==> src/rtl/montgomery_square_arbiter.sv <==
// Round-robin sharing of one Montgomery squarer stream core between two encryption lanes.
// Optional MONT_ARB_WATCHDOG_EN adds a RUN-state stall watchdog (wdog_err_out, sq_rst_out).

module montgomery_square_arbiter #(
    parameter int unsigned REGISTER_SIZE = 32,
    parameter int unsigned BITS_IN_NUM   = 2048,
    parameter int unsigned PASSES        = 10,
    parameter int unsigned WDOG_CYCLES   = 65536
) (
    input  logic                       clk_in,
    input  logic                       rst_in,
    input  logic [1:0]                 req_valid_in,
    input  logic [2*REGISTER_SIZE-1:0] req_block_in,
    output logic [1:0]                 req_ready_out,
    output logic [1:0]                 grant_out,
    output logic [REGISTER_SIZE-1:0]   sq_block_out,
    output logic                       sq_valid_out,
    input  logic                       sq_ready_in,
    input  logic [REGISTER_SIZE-1:0]   sq_block_in,
    input  logic                       sq_valid_in,
    output logic [REGISTER_SIZE-1:0]   resp_block_out,
    output logic [1:0]                 resp_valid_out,
    output logic                       resp_last_out,
    output logic                       resp_final_out,
    output logic                       busy_out
`ifdef MONT_ARB_WATCHDOG_EN
    ,
    output logic                       wdog_err_out,
    output logic                       sq_rst_out
`endif
);

    localparam int unsigned IN_BLOCKS = 2 * BITS_IN_NUM / REGISTER_SIZE;
    localparam int unsigned CTR_W     = $clog2(IN_BLOCKS);
    localparam int unsigned PASS_W    = $clog2(PASSES) + 1;
    localparam logic [CTR_W-1:0]  LAST_BLK  = CTR_W'(IN_BLOCKS - 1);
    localparam logic [PASS_W-1:0] LAST_PASS = PASS_W'(PASSES - 1);
`ifdef MONT_ARB_WATCHDOG_EN
    localparam int unsigned WD_W = $clog2(WDOG_CYCLES);
    localparam logic [WD_W-1:0] WD_LAST = WD_W'(WDOG_CYCLES - 1);
`endif

    typedef enum logic [1:0] {IDLE, LOAD, RUN} state_t;

    state_t            state, state_nxt;
    logic [1:0]        grant, grant_nxt;
    logic              last_grant, last_grant_nxt;
    logic [CTR_W-1:0]  in_ctr, in_ctr_nxt;
    logic [CTR_W-1:0]  out_ctr, out_ctr_nxt;
    logic [PASS_W-1:0] pass_ctr, pass_ctr_nxt;
    logic              win;
    logic              gidx;
`ifdef MONT_ARB_WATCHDOG_EN
    logic [WD_W-1:0]   wdog_ctr, wdog_ctr_nxt;
    logic              wdog_err, wdog_err_nxt;
    logic              sq_rst, sq_rst_nxt;
`endif

    assign gidx      = grant[1];
    assign grant_out = grant;
    assign busy_out  = (state != IDLE);
`ifdef MONT_ARB_WATCHDOG_EN
    assign wdog_err_out = wdog_err;
    assign sq_rst_out   = sq_rst;
`endif

    // State and counter registers; an in-flight job is dropped on reset.
    always_ff @(posedge clk_in or posedge rst_in) begin
        if (rst_in) begin
            state      <= IDLE;
            grant      <= '0;
            last_grant <= 1'b1;
            in_ctr     <= '0;
            out_ctr    <= '0;
            pass_ctr   <= '0;
`ifdef MONT_ARB_WATCHDOG_EN
            wdog_ctr   <= '0;
            wdog_err   <= 1'b0;
            sq_rst     <= 1'b0;
`endif
        end else begin
            state      <= state_nxt;
            grant      <= grant_nxt;
            last_grant <= last_grant_nxt;
            in_ctr     <= in_ctr_nxt;
            out_ctr    <= out_ctr_nxt;
            pass_ctr   <= pass_ctr_nxt;
`ifdef MONT_ARB_WATCHDOG_EN
            wdog_ctr   <= wdog_ctr_nxt;
            wdog_err   <= wdog_err_nxt;
            sq_rst     <= sq_rst_nxt;
`endif
        end
    end

    // Arbitration, operand forwarding and response routing.
    always_comb begin
        state_nxt      = state;
        grant_nxt      = grant;
        last_grant_nxt = last_grant;
        in_ctr_nxt     = in_ctr;
        out_ctr_nxt    = out_ctr;
        pass_ctr_nxt   = pass_ctr;
        win            = 1'b0;
        req_ready_out  = '0;
        sq_valid_out   = 1'b0;
        sq_block_out   = '0;
        resp_valid_out = '0;
        resp_block_out = '0;
        resp_last_out  = 1'b0;
        resp_final_out = 1'b0;
`ifdef MONT_ARB_WATCHDOG_EN
        wdog_ctr_nxt   = '0;
        wdog_err_nxt   = wdog_err;
        sq_rst_nxt     = 1'b0;
`endif
        case (state)
            IDLE: begin
                if (sq_ready_in && (|req_valid_in)) begin
                    // On contention the requester not served last time wins.
                    win       = (req_valid_in == 2'b11) ? ~last_grant : req_valid_in[1];
                    grant_nxt = win ? 2'b10 : 2'b01;
                    state_nxt = LOAD;
                end
            end
            LOAD: begin
                req_ready_out = grant;
                sq_valid_out  = req_valid_in[gidx];
                sq_block_out  = gidx ? req_block_in[2*REGISTER_SIZE-1:REGISTER_SIZE]
                                     : req_block_in[REGISTER_SIZE-1:0];
                if (req_valid_in[gidx]) begin
                    if (in_ctr == LAST_BLK) begin
                        in_ctr_nxt = '0;
                        state_nxt  = RUN;
                    end else begin
                        in_ctr_nxt = in_ctr + CTR_W'(1);
                    end
                end
            end
            RUN: begin
                if (sq_valid_in) begin
                    resp_valid_out = grant;
                    resp_block_out = sq_block_in;
                    if (out_ctr == LAST_BLK) begin
                        resp_last_out = 1'b1;
                        out_ctr_nxt   = '0;
                        if (pass_ctr == LAST_PASS) begin
                            resp_final_out = 1'b1;
                            pass_ctr_nxt   = '0;
                            last_grant_nxt = gidx;
                            grant_nxt      = '0;
                            state_nxt      = IDLE;
                        end else begin
                            pass_ctr_nxt = pass_ctr + PASS_W'(1);
                        end
                    end else begin
                        out_ctr_nxt = out_ctr + CTR_W'(1);
                    end
                end
`ifdef MONT_ARB_WATCHDOG_EN
                // Silent squarer: abandon the job and kick the core.
                else if (wdog_ctr == WD_LAST) begin
                    wdog_err_nxt   = 1'b1;
                    sq_rst_nxt     = 1'b1;
                    grant_nxt      = '0;
                    last_grant_nxt = gidx;
                    out_ctr_nxt    = '0;
                    pass_ctr_nxt   = '0;
                    state_nxt      = IDLE;
                end else begin
                    wdog_ctr_nxt = wdog_ctr + WD_W'(1);
                end
`endif
            end
            default: begin
                state_nxt = IDLE;
                grant_nxt = '0;
            end
        endcase
    end

endmodule

==> config.mk <==
export PLATFORM = sky130hd
export DESIGN_NAME = montgomery_square_arbiter
export DESIGN_NICKNAME = d
export VERILOG_FILES = /design/src/rtl/montgomery_square_arbiter.sv
export SDC_FILE = /design/constraint.sdc
export NUM_CORES = 1
export LEC_CHECK = 0
export CAP_MARGIN = 20
export CORE_ASPECT_RATIO = 1.4
export CORE_MARGIN = 1.5
export CORE_UTILIZATION = 38
export DETAILED_ROUTE_END_ITERATION = 8
export DONT_BUFFER_PORTS = 1
export GPL_ROUTABILITY_DRIVEN = 0
export PLACE_DENSITY = 0.59
export SETUP_SLACK_MARGIN = 0.15
export SLEW_MARGIN = 20
export SYNTH_ARGS = -nofsm -noshare
export SYNTH_HDL_FRONTEND = slang
export SYNTH_SLANG_ARGS = --single-unit
==> constraint.sdc <==
create_clock -name clk_in -period 1.4 [get_ports clk_in]
set_input_delay 0.28 -clock clk_in [delete_from_list [all_inputs] [get_ports clk_in]]
set_output_delay 0.28 -clock clk_in [all_outputs]
set_load 0.005 [all_outputs]
==> metrics.txt <==
setup skew after layout 0.00465 ns; post-synthesis register bit count 24; first-pass GRT wire length 8.80 mm; pre-CTS setup slack -0.0413 ns; Tcrit/Tclk final 118%; max-slew violations 0; I/O pins 176; Worst Path Buf+Inv 2; antenna cells 0; Tot GR Track Use 20.1%; fin crit period 1.65 ns; Syn. warnings 0; slowest CP cell dfrtp_2; DR iter-0 viols 51; family with the most delay on the worst path flip-flops; core area 0.00492 mm^2; leading cell type in the layout, fill and taps excluded nor2_4; largest family of logic cells by synthesized area simple AND/OR/NAND/NOR gates; XOR/XNOR share of the synthesized area 4.44%; EDFF count, synth 0; post-DR vias/cell 5.43; Sequential Power Share 21.6%; failing checks setup timing; design area 0.00348 mm^2; Pre-antenna DRT Iters 4; initial antenna violation count 0; Area Overhead vs Synth 76.8%; highest clock rate 0.606 GHz; RSZ-0062 raised after global routing true; Max Buffers Root-to-Sink 2; Reg area 606 um^2; prevailing post-synth register cell dfrtp_1; CTS tree built; Clk pwr share 10.6%; DRC errors left 0; Fill cells 344; sw power 1.72 mW; Syn Inst Count 242; worst setup slack after layout -0.251 ns; post-synthesis mux area share 17.6%; area of the multi-input gates 0.00205 mm^2; fraction of layout cells with a size suffix above 1 60.3%; Yosys cell types 41; Die ar. 0.00563 mm^2; Clock Latency Late Sink 0.27 ns; Clock transition at path regs 0.08 ns; combinational fraction of design power 67.7%; Routed Antenna Nets 0; Avg Cell Area, Syn 8.14 um^2; htree depth 1; final setup violation count 81; Slew HR 78.8%; leakage power 1.39 nW; share of the synthesized area in the top cell type 29.2%; crit-path max FO 6; via count 1922; most frequent cells in the layout nor2_4, buf_4, and2_1; Worst-Margin Slew 0.319 ns; Synth Net Count 348; port buffer count 0; status complete, but fails checks; hpwl dp 4.68 mm; final hold violation count 0; largest net degree at the start of global routing 38; Synth area leader dfrtp_1; Std-Cell Rows 30; vias in the first global route 1726; Nets 397; worst vdd ir 0.978 mV; Die Ht 88.2 um; CTS sink cnt 24; CTS root buffer clkbuf_8; compound-gate portion of the synthesized area 5.08%; hold crit path type in2reg; Area after DPL 0.00267 mm^2; crit path cell chain buf_6, clkbuf_16, mux2i_4, nor2_4; global route overflow 0; P_int 2.80 mW; Synth Area in Adders 2.54%; Post-Route WL 6.80 mm; cts bufs inserted 3; crit end category output pin; Max-Cap Viols 0; CP Launch Type flop; WS Path Type reg2out; Net Sw Frac 38.1%; CP required 1.12 ns; Seq/Total Area, Yosys 30.5%; Critical Path AT 1.37 ns; WL/cell 19.2 um; Syn Std Cell Area 0.00197 mm^2; Simple-Gate Fraction of Synth Area 34.7%; Pwr Density 1300 mW/mm^2; Die Span X 63.9 um; critical path's largest stage delay 0.45 ns; Total Power 4.52 mW; Initial Util 40.1%; post-layout util 70.9%; Async SR Flop Fraction 100%; synth top area cells dfrtp_1, mux2i_1, and2_1, nor2_1, nand2_1
## timing repair
action                     in CTS  in global routing
setup endpoints to repair      92                 92
gates cloned                    0                  6
pin swaps                       9                 33
resized for setup              36                 59
hold buffers                    1                  0
hold endpoints to repair       23                  0
setup buffers                   8                 13
## metal layers
| layer | vias to the layer above | part of all wire [%] | global-route usage [%] |
|---|---|---|---|
| met2 | 85 | 49 | 32.7 |
| met3 | 7 | 11 | 8.48 |
| met4 | 0 | 1.5 | 5.53 |
| met1 | 916 | 39 | 24.4 |
| met5 | - | 0 | 0 |
| li1 | 914 | - | - |
## power by group through the flow
stage          Combinational (mW)  Sequential [mW]  Clock (mW)
6_report                     3.06            0.979       0.482
2_1_floorplan                1.68            0.962           0
3_5_place_dp                 2.04            0.989           0
4_1_cts                      2.27            0.978       0.494
5_1_grt                      3.25             1.00       0.516
3_3_place_gp                 2.01            0.984           0
## through the flow
step | hold WS, ns | instances | TNS (ns)
2_1_floorplan | 0.294 | 242 | -0.0767
3_5_place_dp | 0.244 | 322 | -0.0767
4_1_cts | 0.275 | 335 | -14.60
5_1_grt | 0.319 | 354 | -20.22
6_report | 0.298 | 354 | -15.60
3_3_place_gp | 0.242 | 322 | -0.00555
## worst min-delay path: stages
cell and delay (ns):
a211oi_1 0.05, nor2_1 0.15, o21ai_2 0.07
## state kept, by name (all words and copies together), names as in the netlist
register    count
out_ctr         7
pass_ctr        5
in_ctr          7
last_grant      1
grant_out       2
state           2
## cells in the mapped netlist (2+ instances only)
cell type	n
nor2_1	44
nand4_1	9
nand2_1	18
and2_1	34
o21ai_0	7
xor2_1	3
ha_1	4
nand3_1	4
nand2b_1	2
nand3b_1	2
or3_1	2
buf_2	6
nor3_1	4
clkbuf_1	7
xnor2_1	7
buf_4	2
a21oi_1	2
mux2i_1	32
nor2b_1	2
and3_1	2
dfrtp_1	23
inv_1	7
## kinds of logic (layout without fill, tap and decap cells)
kind of cell | after synthesis | count (layout)
adders and majority gates | 4 | 4
xor gates and xnor gates | 10 | 10
and+or+nand+nor | 131 | 131
AOI/OAI and AO/OA | 16 | 16
muxes | 34 | 34
buffers and inverters | 23 | 71
DFF | 24 | 24
## final timing paths
check | from | cells after the start | slack [ns] | end
worst max-delay path | grant_out[1] | 4 | -0.25 | sq_block_out[18]
worst min register to register | in_ctr[6] | 1 | 0.47 | in_ctr[6]
min in group asynchronous | rst_in | 3 | 0.49 | out_ctr[0]
max in group asynchronous | rst_in | 3 | 0.62 | last_grant
worst max register to register | out_ctr[1] | 5 | -0.19 | last_grant
worst min-delay path | req_valid_in[0] | 3 | 0.30 | grant_out[1]
## cell type report
| class | count | area share [%] |
|---|---|---|
| clock buffer | 4 | 1.58 |
| tap | 64 | 2.30 |
| multi-input combinational | 195 | 58.9 |
| timing repair buffer | 59 | 18.7 |
| inverter | 8 | 1.11 |
| sequential | 24 | 17.4 |
No activity file was read; power rests on OpenSTA's default activity.
